==> src/rtl/dbg_run_ctrl.sv <==
// Run control (start edge -> launch pulse, run/halt tracking, run cycle count) and debug RF/DM readback.
// Defining DBG_SCAN_EN adds a streamed dump of the whole RF then DM on the scan_* ports.
module dbg_run_ctrl #(
   parameter int DATA_W    = 8,
   parameter int RF_ADDR_W = 2,
   parameter int DM_ADDR_W = 4,
   parameter int RD_LAT    = 1,
   parameter int CYC_W     = 16
) (
   input  logic                 clk,
   input  logic                 rst_n,
   input  logic                 start,
   input  logic                 cpu_stopped,
   output logic                 cpu_start,
   output logic                 running,
   output logic                 stopped,
   output logic [CYC_W-1:0]     run_cycles,
   input  logic                 req_valid,
   output logic                 req_ready,
   input  logic                 req_sel,
   input  logic [DM_ADDR_W-1:0] req_addr,
   output logic                 rsp_valid,
   output logic [DATA_W-1:0]    rsp_data,
   output logic [RF_ADDR_W-1:0] dbg_rf_addr,
   output logic [DM_ADDR_W-1:0] dbg_dm_addr,
   input  logic [DATA_W-1:0]    dbg_rf_data,
   input  logic [DATA_W-1:0]    dbg_dm_data,
`ifdef DBG_SCAN_EN
   input  logic                 scan_go,
   output logic                 scan_valid,
   input  logic                 scan_ready,
   output logic [DATA_W-1:0]    scan_data,
   output logic                 scan_last,
`endif
   output logic [1:0]           fsm_state
);
   // Handshakes: a transfer happens on a rising edge where valid && ready are both high;
   // an offered word keeps valid high and its data stable until that edge.

   typedef enum logic [1:0] {IDLE = 2'd0, LAUNCH = 2'd1, RUN = 2'd2, HALT = 2'd3} state_e;
   localparam int LAT_W = $clog2(RD_LAT + 1);

   state_e              state, state_nx;
   logic                start_q, start_edge, alive, pend, idle_halt;
   logic                fetch_busy, rd_sel, scan_busy, accept, scan_accept, launch_go;
   logic [LAT_W-1:0]    lat_cnt;
   logic [DATA_W-1:0]   rd_data;

   assign start_edge = start & ~start_q;
   assign idle_halt  = (state == IDLE) || (state == HALT);
   assign req_ready  = alive && idle_halt && !fetch_busy && !pend && !scan_busy;
   assign accept     = req_valid && req_ready;
   // A start edge that collides with any debug traffic waits in pend until the traffic drains.
   assign launch_go  = idle_halt && (start_edge || pend) && !fetch_busy && !scan_busy
                       && !accept && !scan_accept;
   assign rd_data    = rd_sel ? dbg_dm_data : dbg_rf_data;

   assign cpu_start  = (state == LAUNCH);
   assign running    = (state == LAUNCH) || (state == RUN);
   assign stopped    = (state == HALT);
   assign fsm_state  = state;

`ifdef DBG_SCAN_EN
   localparam int RF_N   = 1 << RF_ADDR_W;
   localparam int SCAN_N = RF_N + (1 << DM_ADDR_W);
   localparam int IDX_W  = $clog2(SCAN_N);

   logic                 scan_act, scan_hs;
   logic [IDX_W-1:0]     scan_idx, scan_nxt;
   logic [DM_ADDR_W-1:0] dm_off;

   assign scan_busy   = scan_act;
   assign scan_accept = scan_go && req_ready;
   assign scan_hs     = scan_valid && scan_ready;
   assign scan_last   = scan_valid && (scan_idx == IDX_W'(SCAN_N - 1));
   assign scan_nxt    = scan_idx + IDX_W'(1);
   assign dm_off      = DM_ADDR_W'(scan_nxt - IDX_W'(RF_N));
`else
   assign scan_busy   = 1'b0;
   assign scan_accept = 1'b0;
`endif

   always_comb begin
      state_nx = state;
      case (state)
         IDLE, HALT: if (launch_go) state_nx = LAUNCH;
         LAUNCH:     state_nx = RUN;
         RUN:        if (cpu_stopped) state_nx = HALT;
         default:    state_nx = IDLE;
      endcase
   end

   always_ff @(posedge clk or negedge rst_n) begin
      if (!rst_n) begin
         state      <= IDLE;
         start_q    <= 1'b0;
         alive      <= 1'b0;
         pend       <= 1'b0;
         run_cycles <= '0;
      end else begin
         state   <= state_nx;
         start_q <= start;
         alive   <= 1'b1;
         if (launch_go)
            pend <= 1'b0;
         else if (start_edge && idle_halt)
            pend <= 1'b1;
         if (state == LAUNCH)
            run_cycles <= '0;
         else if (state == RUN && run_cycles != '1)
            run_cycles <= run_cycles + CYC_W'(1);
      end
   end

   // One shared fetch engine: drive address, wait RD_LAT cycles, capture on the following edge.
   always_ff @(posedge clk or negedge rst_n) begin
      if (!rst_n) begin
         fetch_busy  <= 1'b0;
         lat_cnt     <= '0;
         rd_sel      <= 1'b0;
         dbg_rf_addr <= '0;
         dbg_dm_addr <= '0;
         rsp_valid   <= 1'b0;
         rsp_data    <= '0;
`ifdef DBG_SCAN_EN
         scan_act    <= 1'b0;
         scan_idx    <= '0;
         scan_valid  <= 1'b0;
         scan_data   <= '0;
`endif
      end else begin
         rsp_valid <= 1'b0;
         if (accept) begin
            fetch_busy  <= 1'b1;
            lat_cnt     <= LAT_W'(RD_LAT);
            rd_sel      <= req_sel;
            dbg_rf_addr <= req_addr[RF_ADDR_W-1:0];
            dbg_dm_addr <= req_addr;
         end
`ifdef DBG_SCAN_EN
         else if (scan_accept) begin
            scan_act    <= 1'b1;
            scan_idx    <= '0;
            fetch_busy  <= 1'b1;
            lat_cnt     <= LAT_W'(RD_LAT);
            rd_sel      <= 1'b0;
            dbg_rf_addr <= '0;
         end else if (scan_hs) begin
            scan_valid <= 1'b0;
            if (scan_last) begin
               scan_act <= 1'b0;
            end else begin
               scan_idx   <= scan_nxt;
               fetch_busy <= 1'b1;
               lat_cnt    <= LAT_W'(RD_LAT);
               if (scan_nxt < IDX_W'(RF_N)) begin
                  rd_sel      <= 1'b0;
                  dbg_rf_addr <= scan_nxt[RF_ADDR_W-1:0];
               end else begin
                  rd_sel      <= 1'b1;
                  dbg_dm_addr <= dm_off;
               end
            end
         end
`endif
         else if (fetch_busy) begin
            if (lat_cnt != '0) begin
               lat_cnt <= lat_cnt - LAT_W'(1);
            end else begin
               fetch_busy <= 1'b0;
`ifdef DBG_SCAN_EN
               if (scan_act) begin
                  scan_valid <= 1'b1;
                  scan_data  <= rd_data;
               end else begin
                  rsp_valid <= 1'b1;
                  rsp_data  <= rd_data;
               end
`else
               rsp_valid <= 1'b1;
               rsp_data  <= rd_data;
`endif
            end
         end
      end
   end

endmodule

==> config.mk <==
export PLATFORM = sky130hd
export DESIGN_NAME = dbg_run_ctrl
export DESIGN_NICKNAME = d
export VERILOG_FILES = /design/src/rtl/dbg_run_ctrl.sv
export SDC_FILE = /design/constraint.sdc
export NUM_CORES = 1
export LEC_CHECK = 0
export ABC_AREA = 1
export CAP_MARGIN = 10
export CORE_MARGIN = 10
export CORE_UTILIZATION = 35
export DETAILED_ROUTE_END_ITERATION = 10
export PLACE_DENSITY = 0.71
export REMOVE_ABC_BUFFERS = 1
export SLEW_MARGIN = 10
export SYNTH_ARGS = -nofsm -noshare
export SYNTH_HDL_FRONTEND = slang
export SYNTH_SLANG_ARGS = --single-unit
==> constraint.sdc <==
create_clock -name clk -period 1.5 [get_ports clk]
set_input_delay 0.15 -clock clk [delete_from_list [all_inputs] [get_ports clk]]
set_output_delay 0.15 -clock clk [all_outputs]
set_load 0.02 [all_outputs]
After elaboration in Yosys (flattened, before gate mapping). Cells that the tools add are included.

Reduce and logical (&&, ||, !) cells: 22. Bitwise logic cells: 4. Add/sub/neg operators: 2. Mux-type cells: 17. Eq/ne operators: 6.

Operators with widths (count): 2-to-1 mux 16 bit (2); adder 16 x 1 -> 16 bit (second input constant) (1); != test 16 bit (second input constant) (1); 2-to-1 mux 1 bit (11); logical AND 1 bit (9); 2-to-1 mux 8 bit (1); case mux 2 bit (3 select lines) (1); nonzero test 2 bit (3); equality test 2 bit (second input constant) (2); 2-to-1 mux 2 bit (2); != test 2 bit (second input constant) (2); zero test 1 bit (3); logical OR 1 bit (3); inverter 1 bit (3); AND reduction 3 bit (1); equality test 2 x 1 -> 1 bit (second input constant) (1); zero test 2 bit (1); AND reduction 2 bit (1); OR reduction 2 bit (1); AND 1 bit (1); subtractor 1 bit (second input constant) (1).

Word-level logic and storage cells: 63. Register bits after elaboration: 39. Input port bits: 26.

Logic depth before layout (Yosys ltp).
Word-level depth: 10. Depth in mapped cells: 10.

Worst setup path before layout. Ideal clock, no wire load.

Path kind: reg-to-reg. Start point: register state[0], in the netlist fsm_state[0]. End point: register dbg_dm_addr[1]. Setup time: 125 ps. Arrival: 1815 ps. Setup slack: -440 ps. Clock period less this slack: 1940 ps. Cell stages (with the launch flop): 7. Path buffers: 0. Data required time: 1375 ps. Cells stage by stage: dfrtp_1 -> inv_1 -> ha_1 -> nand2_1 -> nor2_1 -> nand2_1 -> mux2_2.

Cells in the longest elaborated chain, start to end: 6. Elaborated cells between the ends (all ways): 7.

RTL lines: start, declared (RTL line 43) `state_e state, state_nx;`; start signal, assigned (RTL line 101) `state <= state_nx;`; equality test 2 bit / zero test 2 bit (equally long branches) (RTL line 50) `assign idle_halt = (state == IDLE) || (state == HALT);`; logical OR 1 bit (*) (RTL line 50); logical AND 1 bit (*) (3 in series) (RTL line 51) `assign req_ready = alive && idle_halt && !fetch_busy && !pend && !scan_busy;`; via req_ready (RTL line 19) `output logic req_ready,`; logical AND 1 bit (*) (RTL line 52) `assign accept = req_valid && req_ready;`; end signal, assigned (RTL line 138) `dbg_dm_addr <= req_addr;`; end, declared (RTL line 25) `output logic [DM_ADDR_W-1:0] dbg_dm_addr,`.

Mark *: on every way through the listed nets, which the timed path passes. The rest lies on a longest branch. A chain may end at the register's enable or synchronous reset.

Worst setup path after layout.
Start point: register state[0], in the netlist fsm_state[0]. End point: output stopped.

Cells in the longest elaborated chain, start to end: 1.

RTL lines: equality test 2 bit (RTL line 60) `assign stopped = (state == HALT);`; end, declared (RTL line 16) `output logic stopped,`.

Every way passes these cells.

==> impl_metrics.ini <==
[layout]
num-nets-final = 365
fin_area_um2 = 3050
layout_commonest_cell = nand2_1
fin_cells = 407
n_fill_cell = 506
diodes = 0
area_growth_pct = 54.01
layout_common_cells = nand2_1 (62), clkdlybuf4s50_1 (41), dfrtp_1 (36)
final_core_utilization_pct = 55.40
drive_above_1_share_pct = 19.70

[setup_path]
worst-path-max-fanout = 5
critPathCaptureType = output port
arrival_ns = 1.30
cp-endpoint = stopped
cp_slowest_cell = dfrtp_1
criticalPathCategory = flip-flop to output port
crit_path_start = fsm_state[0]
cp.required_ns = 1.35
cp-start-kind = flip-flop
r2r_slack_ns = 0.05
max_stage_delay_ns = 0.39
r2r-end = run_cycles[0]
reg2reg_depth = 9
r2r-start = run_cycles[0]
crit_chain = buf_4 -> ha_1 -> clkdlybuf4s15_1

[routing]
drtAntennaViolNets = 0
drc_errors = 0
drtIter0Drc = 63
wl_per_cell_um = 13.22
viasPerCell = 4.740
drt_first_pass_iters = 4
vias = 1929
wl_mm = 5.381

[logic_synthesis]
synth-edff-count = 0
syn_avg_cell_area_um2 = 8.218
synth_ff_type = dfrtp_1
yosysUniqueCellTypes = 26
netlist_instances = 241
async_flop_share_pct = 100.0
yosys_warnings = 0
syn_area_um2 = 1981
seq_area_frac_synth_pct = 46.75
synth-seq-cells = 37

[flow_run]
maxCapViolations = 0

[global_routing]
grtUsageMet3_pct = 7.306
grt-ovfl-total = 0
grt_pass1_wl_mm = 8.818
grt_usage_pct = 12.06
grt_pass1_vias = 2002
busiest_layer = met2
use_met1_pct = 13.27
grt_util_met2_pct = 18.75
antenna_found_initial = 0
grt_max_degree = 38

[timing]
fin_crit_sh_pct = 96.78
rsz0062_at_grt = true
drv_slew = 0
fin_setup_tns_ns = 0
fin_skew_ns = 0.008298
fmax_mhz = 688.8
hold_viol = 0
setup_violations = 0
post-route-min-period_ns = 1.452
fin_ws_ns = 0.04830

[clock_tree]
clock_path_buffers = 2
cts_tree = built
post-cts-setup-buffer-count = 0
clk_pin_slew_ns = 0.08
clk_latency_ns = 0.29
cts-buffers-inserted = 5
cts.sinks = 37
root_buffer = clkbuf_8
htree_levels = 2

[floorplanning]
core_um2 = 5507
die_area_um2 = 9068
placementRows = 27
pin_count = 63
die_x_um = 95.23
die_h_um = 95.23
start_util_pct = 35.97

[power_and_ir_drop]
internal_power_w = 0.003168
p_sw_share_pct = 39.77
pwr_density_cell_nw_per_um2 = 1724
share_comb_of_total_power_pct = 53.8
p_clk_share_pct = 17.4
switching_power_w = 0.002092
power_leakage_nw = 1.519
pwr-share-seq_pct = 28.8
ir_drop_mv = 1.011

[min_path]
holdCritStartpoint = start
hp-class = input port to flip-flop

[placed_design]
hpwl_mm = 4.042
place.gp.congestion = 0.8705
dpl.cell_count = 397
place_ws_ns = -0.1642
dpl-instance-area_um2 = 2873
port_buffers = 62

[run_status]
status = completed
==> through the flow <==
step,hold slack (ns),total power [W]
6_report,0.3269,0.005259
3_5_place_dp,0.2365,0.004251
2_1_floorplan,-0.1456,0.002847
4_1_cts,0.3252,0.005138
3_3_place_gp,0.2263,0.004197
5_1_grt,0.3165,0.005637
==> critical path: cells and delay by family (launching register included) <==
family	cells	cell delay (ns)
fa+ha+maj	1	0.18
flops	1	0.39
buf+inv	2	0.44
==> metal layers <==
metal	routed length, um	vias to the layer above
met5	0	-
met3	668	4
li1	-	966
met1	2220	890
met4	60	0
met2	2432	69
==> area by class of cell <==
| type | count | area (um^2) | share of cell area, % |
|---|---|---|---|
| Clock buffer | 6 | 82.58 | 2.707 |
| Clock inverter | 2 | 37.54 | 1.231 |
| Inverter | 25 | 93.84 | 3.076 |
| Multi-Input combinational cell | 172 | 963.4 | 31.58 |
| Sequential cell | 37 | 927.1 | 30.39 |
| Tap cell | 72 | 90.09 | 2.953 |
| Timing Repair Buffer | 93 | 855.8 | 28.06 |
==> power groups by stage <==
stage,sequential (W),combinational (W),clock [W]
after global placement,0.00151,0.00269,0
after floorplan,0.00185,0.000998,0
after detailed placement,0.00152,0.00273,0
after CTS,0.00151,0.00269,0.000938
after global routing,0.00155,0.00311,0.000980
final,0.00151,0.00283,0.000918
==> cells by family after synthesis <==
kind of cell | after synthesis | share of synthesized area (%)
xor+xnor | 3 | 1.327
other cells | 1 | 0.1893
simple gates | 129 | 29.25
fa+ha+maj | 5 | 3.159
flops | 37 | 46.75
compound gates | 21 | 5.496
buf+inv | 32 | 6.948
mux | 13 | 6.886
==> repair_timing <==
item	in CTS	in global routing
hold buffers	1	0
gates cloned	0	1
resized for setup	31	22
hold endpoints to repair	37	0
endpoints found under the setup margin	30	29
pin swaps	0	1
==> cells in the mapped netlist (all sizes together), types with 3 or more instances <==
cell    n  area share [%]
a21oi   8             2.0
buf     6             2.0
dfrtp  37              47
ha      5             3.2
inv    25             4.7
mux2    5             2.8
mux2i   8             4.0
nand2  66              13
nand3  21             5.3
nand4   9             2.8
nor2   31             7.5
o21ai  11             2.8
xor2    3             1.3
==> how the worst min path moves through the flow <==
stage               depth (start not counted)  slack, ns            end
detailed placement                          2       0.24  run_cycles[6]
global placement                            2       0.23  run_cycles[6]
finish                                      1       0.33        start_q
global route                                1       0.32        start_q
CTS                                         1       0.33        start_q
floorplan                                   0      -0.15          alive
==> state kept, by name, indices dropped and copies added, names as in the netlist <==
signal and flops:
alive 1, dbg_dm_addr 3, dbg_rf_addr 1, fetch_busy 1, fsm_state 2, lat_cnt 1
pend 1, rd_sel 1, rsp_data 8, rsp_valid 1, run_cycles 16, start_q 1
(Power assumes the default switching activity.)
==> RTL change 1: new RTL, same settings <==
The option `DBG_SCAN_EN` is turned on by a define.
--- a/src/rtl/dbg_run_ctrl.sv
+++ b/src/rtl/dbg_run_ctrl.sv
@@ -1,4 +1,6 @@
 // Run control (start edge -> launch pulse, run/halt tracking, run cycle count) and debug RF/DM readback.
 // Defining DBG_SCAN_EN adds a streamed dump of the whole RF then DM on the scan_* ports.
+`define DBG_SCAN_EN
+
 module dbg_run_ctrl #(
    parameter int DATA_W    = 8,
Interface: changed (5 added); port bits go from 63 to 75. No check against the original RTL was run, so the function may have changed too.
==> RTL change 1 against the unedited design <==
The run now ends with setup timing left; wire length grew 82%; power grew 66%; largest cell class unchanged; critical endpoint is now dbg_rf_addr[1]; critical path type is now flop to flop; sequential cell count grew 17; first-iteration DRC count grew 110%; setup slack lost 0.11 ns; area after synthesis grew 50%; non-clock buffer count grew 51; core utilization grew 4.3 points; final cell count grew 58%; final area grew 61%.
==> RTL change 1: results (changes against the unedited design) <==
- The sequential logic power is 2.33 mW (was 1.51 mW).
- The fraction of power spent switching nets came to 43.2% (was 39.8%).
- The xor/xnor share of the synthesized area was 1.18% (was 1.33%).
- The count of buffers from port buffering came to 74 (was 62).
- The fraction of the mapped netlist area in compound gates is 4.39% (was 5.50%).
- The global-route wire length before repair is 15.0 mm (was 8.82 mm).
- The placed wire-length estimate came to 6.49 mm (was 4.04 mm).
- The worst-case hold slack is 0.345 ns (was 0.327 ns).
- The checks that failed: setup timing.
- The final instance count without filler cells is 644 (was 407).
- The total cell area at the placement stage came to 0.00424 sq mm (was 0.00287 sq mm).
- Status: finished with violations (was finished, final reports clean).
- The clock transition at the registers of the reported paths is 0.11 ns (was 0.08 ns).
- The accumulated negative setup slack came to -0.733 ns (was 0 ns).
- The first-pass detailed-route iteration total is 5 (was 4).
- The final layout net count was 572 (was 365).
- The post-synthesis cell type count is 27 (was 26).
- The fraction of layout cells with a size suffix above 1 is 35.8% (was 19.7%).
- The maximum fanout count along the critical path is 8 (was 5).
- The number of instances in the synthesized netlist is 393 (was 241).
- The worst setup slack after layout was -0.0586 ns (was 0.0483 ns).
- The number of DRC violations after detailed-routing iteration 0 is 131 (was 63).
- The static power due to leakage is 2.59 nW (was 1.52 nW).
- The final setup violation count is 23 (was 0).
- The multiplexer fraction of the synthesized cell area came to 3.04% (was 6.89%).
- The detailed-route vias per instance came to 4.99 (was 4.74).
- The arrival time of data at the critical path endpoint is 1.82 ns (was 1.30 ns).
- The switching power total is 3.78 mW (was 2.09 mW).
- The placer congestion estimate came to 0.869 (was 0.871).
- The portion of total power attributed to the clock network is 11.7% (was 17.4%).
- The start of the worst register-to-register path was fsm_state[1] (was run_cycles[0]).
- The latest clock arrival within the worst-skew pair was 0.31 ns (was 0.29 ns).
- Largest cells by area after synthesis: dfrtp_1 46%, nand2_1 19%, nand3_1 6.6% (was dfrtp_1 47%, nand2_1 12%, nand3_1 5.3%).
- The via count of the first global-routing pass is 3,163 (was 2,002).
- Most frequent cells after synthesis: 147 x nand2_1, 54 x dfrtp_1, 44 x inv_1 (was 64 x nand2_1, 37 x dfrtp_1, 26 x nor2_1).
- The terminus of the critical flop-to-flop path is dbg_rf_addr[1] (was run_cycles[0]).
- The post-placement cell count is 618 (was 397).
- The worst slack after detailed placement is -0.196 ns (was -0.164 ns).
- The maximum ir drop on the vdd rail is 0.00109 V (was 0.00101 V).
==> RTL change 1: changes by cell type after synthesis, moves of 3 or more <==
cell     change
mux2i_1      -8
nand4_1     +11
nand2_1     +83
mux2_2       +3
a21oi_1      -6
inv_1       +19
nand3_1     +18
dfrtp_1     +17
o21ai_0      +7
==> RTL change 1: cell type report <==
class,instances,area [sq um]
clock buffers,5,68.8
clock inverters,3,43.8
fillers,736,3320
inverters,46,188
multi-input cells,287,1740
flip-flops and latches,54,1350
well taps,105,131
repair buffers,144,1380
==> RTL change 1: how the worst max path moves through the flow <==
stage / startpoint / to / slack, ns / cells past startpoint
after floorplan: fsm_state[0] / scan_data[0] / -0.39 / 10
after global placement: fsm_state[1] / req_ready / -0.14 / 4
after detailed placement: fsm_state[0] / req_ready / -0.20 / 5
after CTS: fsm_state[1] / req_ready / -0.05 / 4
after global routing: fsm_state[1] / dbg_dm_addr[1] / -0.16 / 9
final: fsm_state[1] / dbg_rf_addr[1] / -0.06 / 9
==> RTL change 1: timing repair <==
item	4_1_cts	5_1_grt
endpoints found under the setup margin	49	64
cloned	0	3
resized for setup	79	117
pin swaps	7	42
buffers inserted	6	9
hold buffers	1	0
hold endpoints to repair	54	0
==> RTL change 1: worst max-delay path, cell delays in order (launching register included) <==
cell and delay (ns):
dfrtp_1 0.42, ha_4 0.30, buf_6 0.11, nand4_1 0.15, buf_4 0.20, clkinv_8 0.08, nand2_2 0.06, nand2_1 0.07
nand3_1 0.06, nand2_1 0.06
==> RTL change 1: per-layer routing <==
layer	global-route usage, %	wire (um)	share of wire (%)
met5	0	0	0
met4	2.71	89	0.91
met3	4.26	653	6.7
met2	23.8	4950	51
met1	16.5	4090	42
==> RTL change 2: new RTL, same settings <==
Made on the original files. Make the reset (`rst_n`) synchronous in 2 clocked blocks.
--- a/src/rtl/dbg_run_ctrl.sv
+++ b/src/rtl/dbg_run_ctrl.sv
@@ -91,5 +91,5 @@
    end
 
-   always_ff @(posedge clk or negedge rst_n) begin
+   always_ff @(posedge clk) begin
       if (!rst_n) begin
          state      <= IDLE;
@@ -114,5 +114,5 @@
 
    // One shared fetch engine: drive address, wait RD_LAT cycles, capture on the following edge.
-   always_ff @(posedge clk or negedge rst_n) begin
+   always_ff @(posedge clk) begin
       if (!rst_n) begin
          fetch_busy  <= 1'b0;
Behaviour: differs if rst_n is asserted again (counterexample within 4 cycles, from zero or initial values and one cycle with rst_n low); with rst_n held inactive, the same outputs for 10 cycles.
==> RTL change 2 against the unedited design <==
The flow now finishes with violations (setup timing); setup slack worse by 0.051 ns; clock power down 17%; register-to-register slack worse by 0.03 ns; final area down 3.2%; power down 37%; maximum frequency down 3.4%; core utilization up 2.4 points; combinational power down 49%; area after synthesis down 7.4%; die area down 5.9%; wire length down 4.2%; sequential cell count unchanged; critical path type unchanged; highest routed layer unchanged.
==> RTL change 2: results (changes against the unedited design) <==
- Status: finished with violations (was finished, final reports clean).
- The final reports fail on setup timing.
- The final setup violation count is 1 (was 0).
- The worst slack after detailed placement is -0.235 ns (was -0.164 ns).
- The clock buffer count is 7 (was 6).
- The sequential element share of the synthesized area is 40.4% (was 46.7%).
- The area share of buffers outside the clock network came to 29.5% (was 28.1%).
- The combined flip-flop and latch cell area is 744 sq um (was 927 sq um).
- The count of vias placed by the detailed router is 1,981 (was 1,929).
- The number of combinational gates with multiple inputs is 200 (was 172).
- The static power due to leakage is 1.33 nW (was 1.52 nW).
- The quantity of gates resized following cts was 39 (was 31).
- The xor/xnor share of the synthesized area came to 2.86% (was 1.33%).
- The fraction of layout cells with a size suffix above 1 came to 22.0% (was 19.7%).
- The worst setup slack after layout is -0.00278 ns (was 0.0483 ns).
- The post-placement cell count is 421 (was 397).
- The internal power is 2.15 mW (was 3.17 mW).
- The multiplexer fraction of the synthesized cell area came to 0% (was 6.89%).
- The number of instances in the synthesized netlist was 266 (was 241).
- The average wire length per cell after detail routing came to 11.9 um (was 13.2 um).
- The relative area of clock buffers and inverters in the final design was 3.43% (was 3.94%).
- The maximum ir drop on the vdd rail was 0.000686 V (was 0.00101 V).
- The number of logic inverters in the finished layout is 24 (was 25).
- The fraction of the mapped netlist area in compound gates was 10.4% (was 5.50%).
- The standard cell with the maximum stage delay on the critical path is dfxtp_2 (was dfrtp_1).
- The post-CTS setup-driven buffer insertion count was 1 (was 0).
- The worst hold path cell count is 3 (was 1).
- The sequential logic power is 1.14 mW (was 1.51 mW).
- The setup skew after layout came to 0.00428 ns (was 0.00830 ns).
- The destination of the worst hold path was dbg_dm_addr[3] (was start_q).
RTL change 2: how the worst max path moves through the flow:
stage | endpoint | startpoint | slack, ns | cells past startpoint
finish | req_ready | fsm_state[0] | -0.003 | 6
floorplan | rsp_data[0] | fsm_state[0] | -0.51 | 9
detailed placement | req_ready | fsm_state[0] | -0.23 | 6
global placement | req_ready | fsm_state[0] | -0.22 | 6
CTS | req_ready | fsm_state[0] | -0.04 | 6
global route | rsp_data[3] | fsm_state[0] | -0.06 | 10
RTL change 2: metrics by stage:
stage               power, mW  cell area, sq um
floorplan                1.81              1790
global route             3.58              2950
finish                   3.33              2950
global placement         2.48              2730
detailed placement       2.50              2730
CTS                      3.34              2870
RTL change 2: routing by layer:
| metal | wire [um] | vias up | track usage (%) |
|---|---|---|---|
| met3 | 685 | 4 | 8.72 |
| met2 | 2410 | 64 | 19.6 |
| met5 | 0 | - | 0 |
| met4 | 61 | 0 | 4.88 |
| met1 | 2000 | 876 | 12.0 |
| li1 | - | 1037 | - |
